<file path="src/rtl/q3_mux_arbiter_if.sv">
// Request/ack and output-bus bundle between two sources and q3_mux_arbiter.
// master = requester/consumer side, slave = arbiter side.
interface q3_mux_arbiter_if #(
    parameter int DATA_W = 7
);
    logic              en;
    logic              req_a;
    logic [DATA_W-1:0] data_a;
    logic              req_b;
    logic [DATA_W-1:0] data_b;
    logic              ack_a;
    logic              ack_b;
    logic [DATA_W:0]   out_data;
    logic              out_valid;
    logic              out_src;
    logic              busy;

    modport master (
        output en, req_a, data_a, req_b, data_b,
        input  ack_a, ack_b, out_data, out_valid, out_src, busy
    );

    modport slave (
        input  en, req_a, data_a, req_b, data_b,
        output ack_a, ack_b, out_data, out_valid, out_src, busy
    );
endinterface

</file>
<file path="src/rtl/q3_mux_arbiter.sv">
// Two-source req/ack arbiter loading a registered {1,payload} output; Q3_ARB_FIXED_PRIO_EN makes A win ties.
// Latency: one edge from req to out_valid/ack; grants spaced 2+HOLD_CYCLES cycles apart.
// Backpressure: requests seen only in IDLE; req must stay high until ack, later reqs wait for the next IDLE.
module q3_mux_arbiter #(
    parameter int HOLD_CYCLES = 4,
    parameter int DATA_W      = 7
) (
    input logic             clk,
    input logic             rst_n,
    q3_mux_arbiter_if.slave bus
);
    typedef enum logic [1:0] {
        IDLE = 2'd0,
        ACK  = 2'd1,
        HOLD = 2'd2
    } state_t;

    localparam logic [7:0] HOLD_INIT = 8'((HOLD_CYCLES > 0) ? HOLD_CYCLES - 1 : 0);

    state_t          state, state_nxt;
    logic [7:0]      hold_cnt, hold_cnt_nxt;
    logic            last_grant, last_grant_nxt;   // 1 = B
    logic [DATA_W:0] out_data_q, out_data_nxt;
    logic            out_src_q, out_src_nxt;
    logic            out_valid_q, out_valid_nxt;
    logic            ack_a_q, ack_a_nxt;
    logic            ack_b_q, ack_b_nxt;
    logic            busy_q, busy_nxt;
    logic            win_b;

    always_comb begin
        win_b = 1'b0;
        if (bus.req_a && bus.req_b) begin
`ifdef Q3_ARB_FIXED_PRIO_EN
            win_b = 1'b0;
`else
            win_b = ~last_grant;
`endif
        end else begin
            win_b = bus.req_b;
        end
    end

    always_comb begin
        state_nxt      = state;
        hold_cnt_nxt   = hold_cnt;
        last_grant_nxt = last_grant;
        out_data_nxt   = out_data_q;
        out_src_nxt    = out_src_q;
        out_valid_nxt  = 1'b0;
        ack_a_nxt      = 1'b0;
        ack_b_nxt      = 1'b0;
        case (state)
            IDLE: begin
                if (bus.en && (bus.req_a || bus.req_b)) begin
                    out_data_nxt   = {1'b1, (win_b ? bus.data_b : bus.data_a)};
                    out_src_nxt    = win_b;
                    last_grant_nxt = win_b;
                    out_valid_nxt  = 1'b1;
                    ack_a_nxt      = ~win_b;
                    ack_b_nxt      = win_b;
                    state_nxt      = ACK;
                end
            end
            ACK: begin
                if (HOLD_CYCLES == 0) begin
                    state_nxt = IDLE;
                end else begin
                    state_nxt    = HOLD;
                    hold_cnt_nxt = HOLD_INIT;
                end
            end
            HOLD: begin
                if (hold_cnt == 8'd0) begin
                    state_nxt = IDLE;
                end else begin
                    hold_cnt_nxt = hold_cnt - 8'd1;
                end
            end
            default: state_nxt = IDLE;
        endcase
        busy_nxt = (state_nxt != IDLE);
    end

    always_ff @(posedge clk or negedge rst_n) begin
        if (!rst_n) begin
            state       <= IDLE;
            hold_cnt    <= 8'd0;
            last_grant  <= 1'b1;
            out_data_q  <= '0;
            out_src_q   <= 1'b0;
            out_valid_q <= 1'b0;
            ack_a_q     <= 1'b0;
            ack_b_q     <= 1'b0;
            busy_q      <= 1'b0;
        end else begin
            state       <= state_nxt;
            hold_cnt    <= hold_cnt_nxt;
            last_grant  <= last_grant_nxt;
            out_data_q  <= out_data_nxt;
            out_src_q   <= out_src_nxt;
            out_valid_q <= out_valid_nxt;
            ack_a_q     <= ack_a_nxt;
            ack_b_q     <= ack_b_nxt;
            busy_q      <= busy_nxt;
        end
    end

    assign bus.out_data  = out_data_q;
    assign bus.out_src   = out_src_q;
    assign bus.out_valid = out_valid_q;
    assign bus.ack_a     = ack_a_q;
    assign bus.ack_b     = ack_b_q;
    assign bus.busy      = busy_q;
endmodule

</file>
<file path="src/flat_wrapper.sv">
// flat-port wrapper written by rule: the top's interface ports become plain ports
module q3_mux_arbiter_flat 
#(
    parameter int HOLD_CYCLES = 4,
    parameter int DATA_W      = 7
)
  (clk, rst_n, bus_en, bus_req_a, bus_data_a, bus_req_b, bus_data_b, bus_ack_a, bus_ack_b, bus_out_data, bus_out_valid, bus_out_src, bus_busy);
  q3_mux_arbiter_if #(.DATA_W(DATA_W)) bus_i ();
  input logic clk;
  input logic rst_n;
  input wire logic [$bits(bus_i.en)-1:0] bus_en;
  input wire logic [$bits(bus_i.req_a)-1:0] bus_req_a;
  input wire logic [$bits(bus_i.data_a)-1:0] bus_data_a;
  input wire logic [$bits(bus_i.req_b)-1:0] bus_req_b;
  input wire logic [$bits(bus_i.data_b)-1:0] bus_data_b;
  output wire logic [$bits(bus_i.ack_a)-1:0] bus_ack_a;
  output wire logic [$bits(bus_i.ack_b)-1:0] bus_ack_b;
  output wire logic [$bits(bus_i.out_data)-1:0] bus_out_data;
  output wire logic [$bits(bus_i.out_valid)-1:0] bus_out_valid;
  output wire logic [$bits(bus_i.out_src)-1:0] bus_out_src;
  output wire logic [$bits(bus_i.busy)-1:0] bus_busy;
  assign bus_i.en = bus_en;
  assign bus_i.req_a = bus_req_a;
  assign bus_i.data_a = bus_data_a;
  assign bus_i.req_b = bus_req_b;
  assign bus_i.data_b = bus_data_b;
  assign bus_ack_a = bus_i.ack_a;
  assign bus_ack_b = bus_i.ack_b;
  assign bus_out_data = bus_i.out_data;
  assign bus_out_valid = bus_i.out_valid;
  assign bus_out_src = bus_i.out_src;
  assign bus_busy = bus_i.busy;
  q3_mux_arbiter #(.HOLD_CYCLES(HOLD_CYCLES), .DATA_W(DATA_W)) u_core (.clk(clk), .rst_n(rst_n), .bus(bus_i));
endmodule
</file>
<file path="config.mk">
export PLATFORM = sky130hd
export DESIGN_NAME = q3_mux_arbiter_flat
export DESIGN_NICKNAME = d
export VERILOG_FILES = /design/src/rtl/q3_mux_arbiter_if.sv /design/src/rtl/q3_mux_arbiter.sv /design/src/flat_wrapper.sv
export SDC_FILE = /design/constraint.sdc
export NUM_CORES = 1
export LEC_CHECK = 0
export ABC_AREA = 1
export CAP_MARGIN = 10
export CORE_MARGIN = 1
export CORE_UTILIZATION = 47
export CTS_CLUSTER_SIZE = 10
export DETAILED_ROUTE_END_ITERATION = 16
export PLACE_DENSITY = 0.77
export SYNTH_ARGS = -nofsm -noshare
export SYNTH_HDL_FRONTEND = slang
export SYNTH_SLANG_ARGS = --single-unit
</file>
<file path="constraint.sdc">
create_clock -name clk -period 1.8 [get_ports clk]
set_input_delay 0.36 -clock clk [delete_from_list [all_inputs] [get_ports clk]]
set_output_delay 0.36 -clock clk [all_outputs]
set_load 0.05 [all_outputs]
</file>
==> impl_metrics.json <==
{
  "status": "finished, final reports clean",
  "power.share.combinational": 0.565,
  "fmax_mhz": 658.5,
  "drive_above_1_share": 0.1854,
  "instances_no_fill": 206,
  "n_antenna_cell": 0,
  "cts_max_level": 1,
  "synth_commonest_cells": "nand2_1, dfrtp_1, inv_1",
  "fillers": 181,
  "dp.cells": 202,
  "post-route-drc-count": 0,
  "grt_use_total": 0.2090,
  "die_x_microns": 51.79,
  "synthArstFlopShare": 1.000,
  "clk_pin_slew_ns": 0.12,
  "switchingPower_w": 0.001323,
  "maxSlewHeadroom": 0.7432,
  "ioPinCount": 32,
  "worstSetupStartpointType": "flop",
  "peakVddDrop_uv": 1321,
  "p_leak_nw": 0.7615,
  "hold_path_class": "in2async",
  "arrival_ns": 1.72,
  "cts-root-buf": "clkbuf_4",
  "initial_core_util": 0.5118,
  "via_per_inst": 4.825,
  "synth_area_leader_cell": "dfrtp_1",
  "p_int_w": 0.001330,
  "crit_fanout": 8,
  "grt_start_max_net_pins": 25,
  "wire_per_inst_microns": 11.03,
  "place.gp.congestion": 0.8150,
  "timing.setup.tns_ns": 0,
  "p_clk_frac": 0.088,
  "antenna_left": 0,
  "ys_types": 20,
  "coreArea_sq_mm": 0.002276,
  "p_sw_frac": 0.4988,
  "slew_violations": 0,
  "cts-resized-gates": 0,
  "final_nets": 199,
  "grt_pass1_wl_mm": 4.126,
  "synthCells": 142,
  "grt_pass1_vias": 994,
  "syn_area_sq_mm": 0.001165,
  "rows": 17,
  "ys_seq_area_frac": 0.5166,
  "cts_tree": "built",
  "maxCapViolCount": 0,
  "cts_hold_buffers": 0,
  "synth_nets": 162,
  "syn2layout_area_growth_pct": 29.75,
  "powerDensity_mw_per_mm2": 1755,
  "crit_type": "reg2reg",
  "yosys_warnings": 0,
  "synth.top_cell.area_share": 0.4941,
  "end_kind": "flop",
  "overflow": 0,
  "antenna_found_initial": 0,
  "die_y_microns": 51.79,
  "die_area_sq_mm": 0.002682,
  "dp_hpwl_mm": 1.825,
  "numClockSinks": 24,
  "clock_path_buffers": 2,
  "synth_edf_count": 0,
  "synth_ff_type": "dfrtp_1",
  "clk_latency_ns": 0.31,
  "rsz0062_at_grt": "false",
  "whs_ns": 0.3834,
  "routed_wl_mm": 2.273,
  "post_cts_buffers": 0,
  "synth.area.top_cells": "dfrtp_1, nand2_1, nand3_1",
  "ys_ff_latch": 24,
  "vias": 994,
  "finalSetupViolations": 0,
  "skew_ns": 0.007929,
  "period_share": 0.8436,
  "placed_area_sq_mm": 0.001485,
  "port_buffers": 31,
  "cp_data_required_time_ns": 2.00,
  "dr.pass1.iters": 4,
  "tightest_slew_ns": 0.3834,
  "postLayoutCellArea_sq_mm": 0.001511,
  "post-route-min-period_ns": 1.519,
  "hold_viol_final": 0,
  "cts_made_buffers": 3,
  "yosysMostFrequentCell": "nand2_1",
  "syn_avg_cell_area_sq_um": 8.203,
  "seqPwrFrac": 0.347,
  "initialDrtViolationCount": 15
}
[final timing paths]
kind	slack, ns	startpoint	cells past startpoint	endpoint
worst min register to register	0.50	u_core.hold_cnt[0]	2	u_core.hold_cnt[0]
min in group clk	0.50	u_core.hold_cnt[0]	2	u_core.hold_cnt[0]
worst max-delay path	0.28	u_core.hold_cnt[0]	7	u_core.hold_cnt[5]
max in group asynchronous	1.12	rst_n	2	u_core.last_grant
worst max register to register	0.28	u_core.hold_cnt[0]	7	u_core.hold_cnt[5]
worst min-delay path	0.38	rst_n	2	u_core.hold_cnt[4]
[metal layers]
| metal | wire length [microns] | GRT usage | vias to the layer above |
|---|---|---|---|
| met4 | 28 | 0.08108 | 0 |
| li1 | - | - | 513 |
| met1 | 950 | 0.2514 | 446 |
| met3 | 134 | 0.04094 | 4 |
| met2 | 1161 | 0.3658 | 31 |
| met5 | 0 | 0 | - |
[power groups by stage]
stage | Sequential, W | Combinational, W | Clock (W)
2_1_floorplan | 0.00128 | 0.000737 | 0
3_3_place_gp | 0.000924 | 0.00146 | 0
3_5_place_dp | 0.000928 | 0.00151 | 0
4_1_cts | 0.000920 | 0.00151 | 0.000248
5_1_grt | 0.000949 | 0.00165 | 0.000268
6_report | 0.000920 | 0.00150 | 0.000234
[stage by stage]
stage | power, W | setup slack, ns | util
6_report | 0.002653 | 0.2815 | 0.6641
5_1_grt | 0.002871 | 0.1338 | 0.6641
4_1_cts | 0.002679 | 0.2765 | 0.6641
3_5_place_dp | 0.002436 | 0.1361 | 0.6526
3_3_place_gp | 0.002388 | 0.1980 | 0.6526
2_1_floorplan | 0.002018 | 0.4900 | -
[final cells by class]
type                    instances  area (sq um)  share of cell area
clock buffers                   4         26.28             0.01738
repair buffers                 33         292.8              0.1937
multi-input cells             102         499.2              0.3303
inverters                      15         56.30             0.03725
well taps                      28         35.03             0.02318
flip-flops and latches         24         601.8              0.3982
[registers in the layout (all words and copies together) (netlist names)]
register	count
u_core.last_grant	1
u_core.bus.busy	1
u_core.hold_cnt	8
u_core.bus.out_data	8
u_core.bus.ack_b	1
u_core.bus.out_valid	1
u_core.state	2
u_core.bus.out_src	1
u_core.bus.ack_a	1
[cells by family after synthesis]
group           after synthesis  synth area share
simple gates                 92            0.3588
flops                        24            0.5167
buf+inv                      16           0.05479
compound gates                8           0.05156
xor+xnor                      1          0.007520
fa+ha+maj                     1           0.01074
[worst max-delay path, cell delays in order, from the launching register on]
cell and delay [ns]:
dfrtp_1 0.39, inv_1 0.12, ha_1 0.28, nand2_1 0.13, o21ai_2 0.19, nand2_2 0.15
nand2_1 0.10, nand2_1 0.06
[layout by cell type, fill, tap and decap left out, drive strengths merged, types with 2 or more instances in the layout]
cell            n
o21ai           5
nand2          61
a21oi           2
inv            15
buf            15
clkbuf          4
nand4           2
nor2           16
dfrtp          23
nand3          12
clkdlybuf4s50  18
No activity file was read; power rests on OpenSTA's default activity.
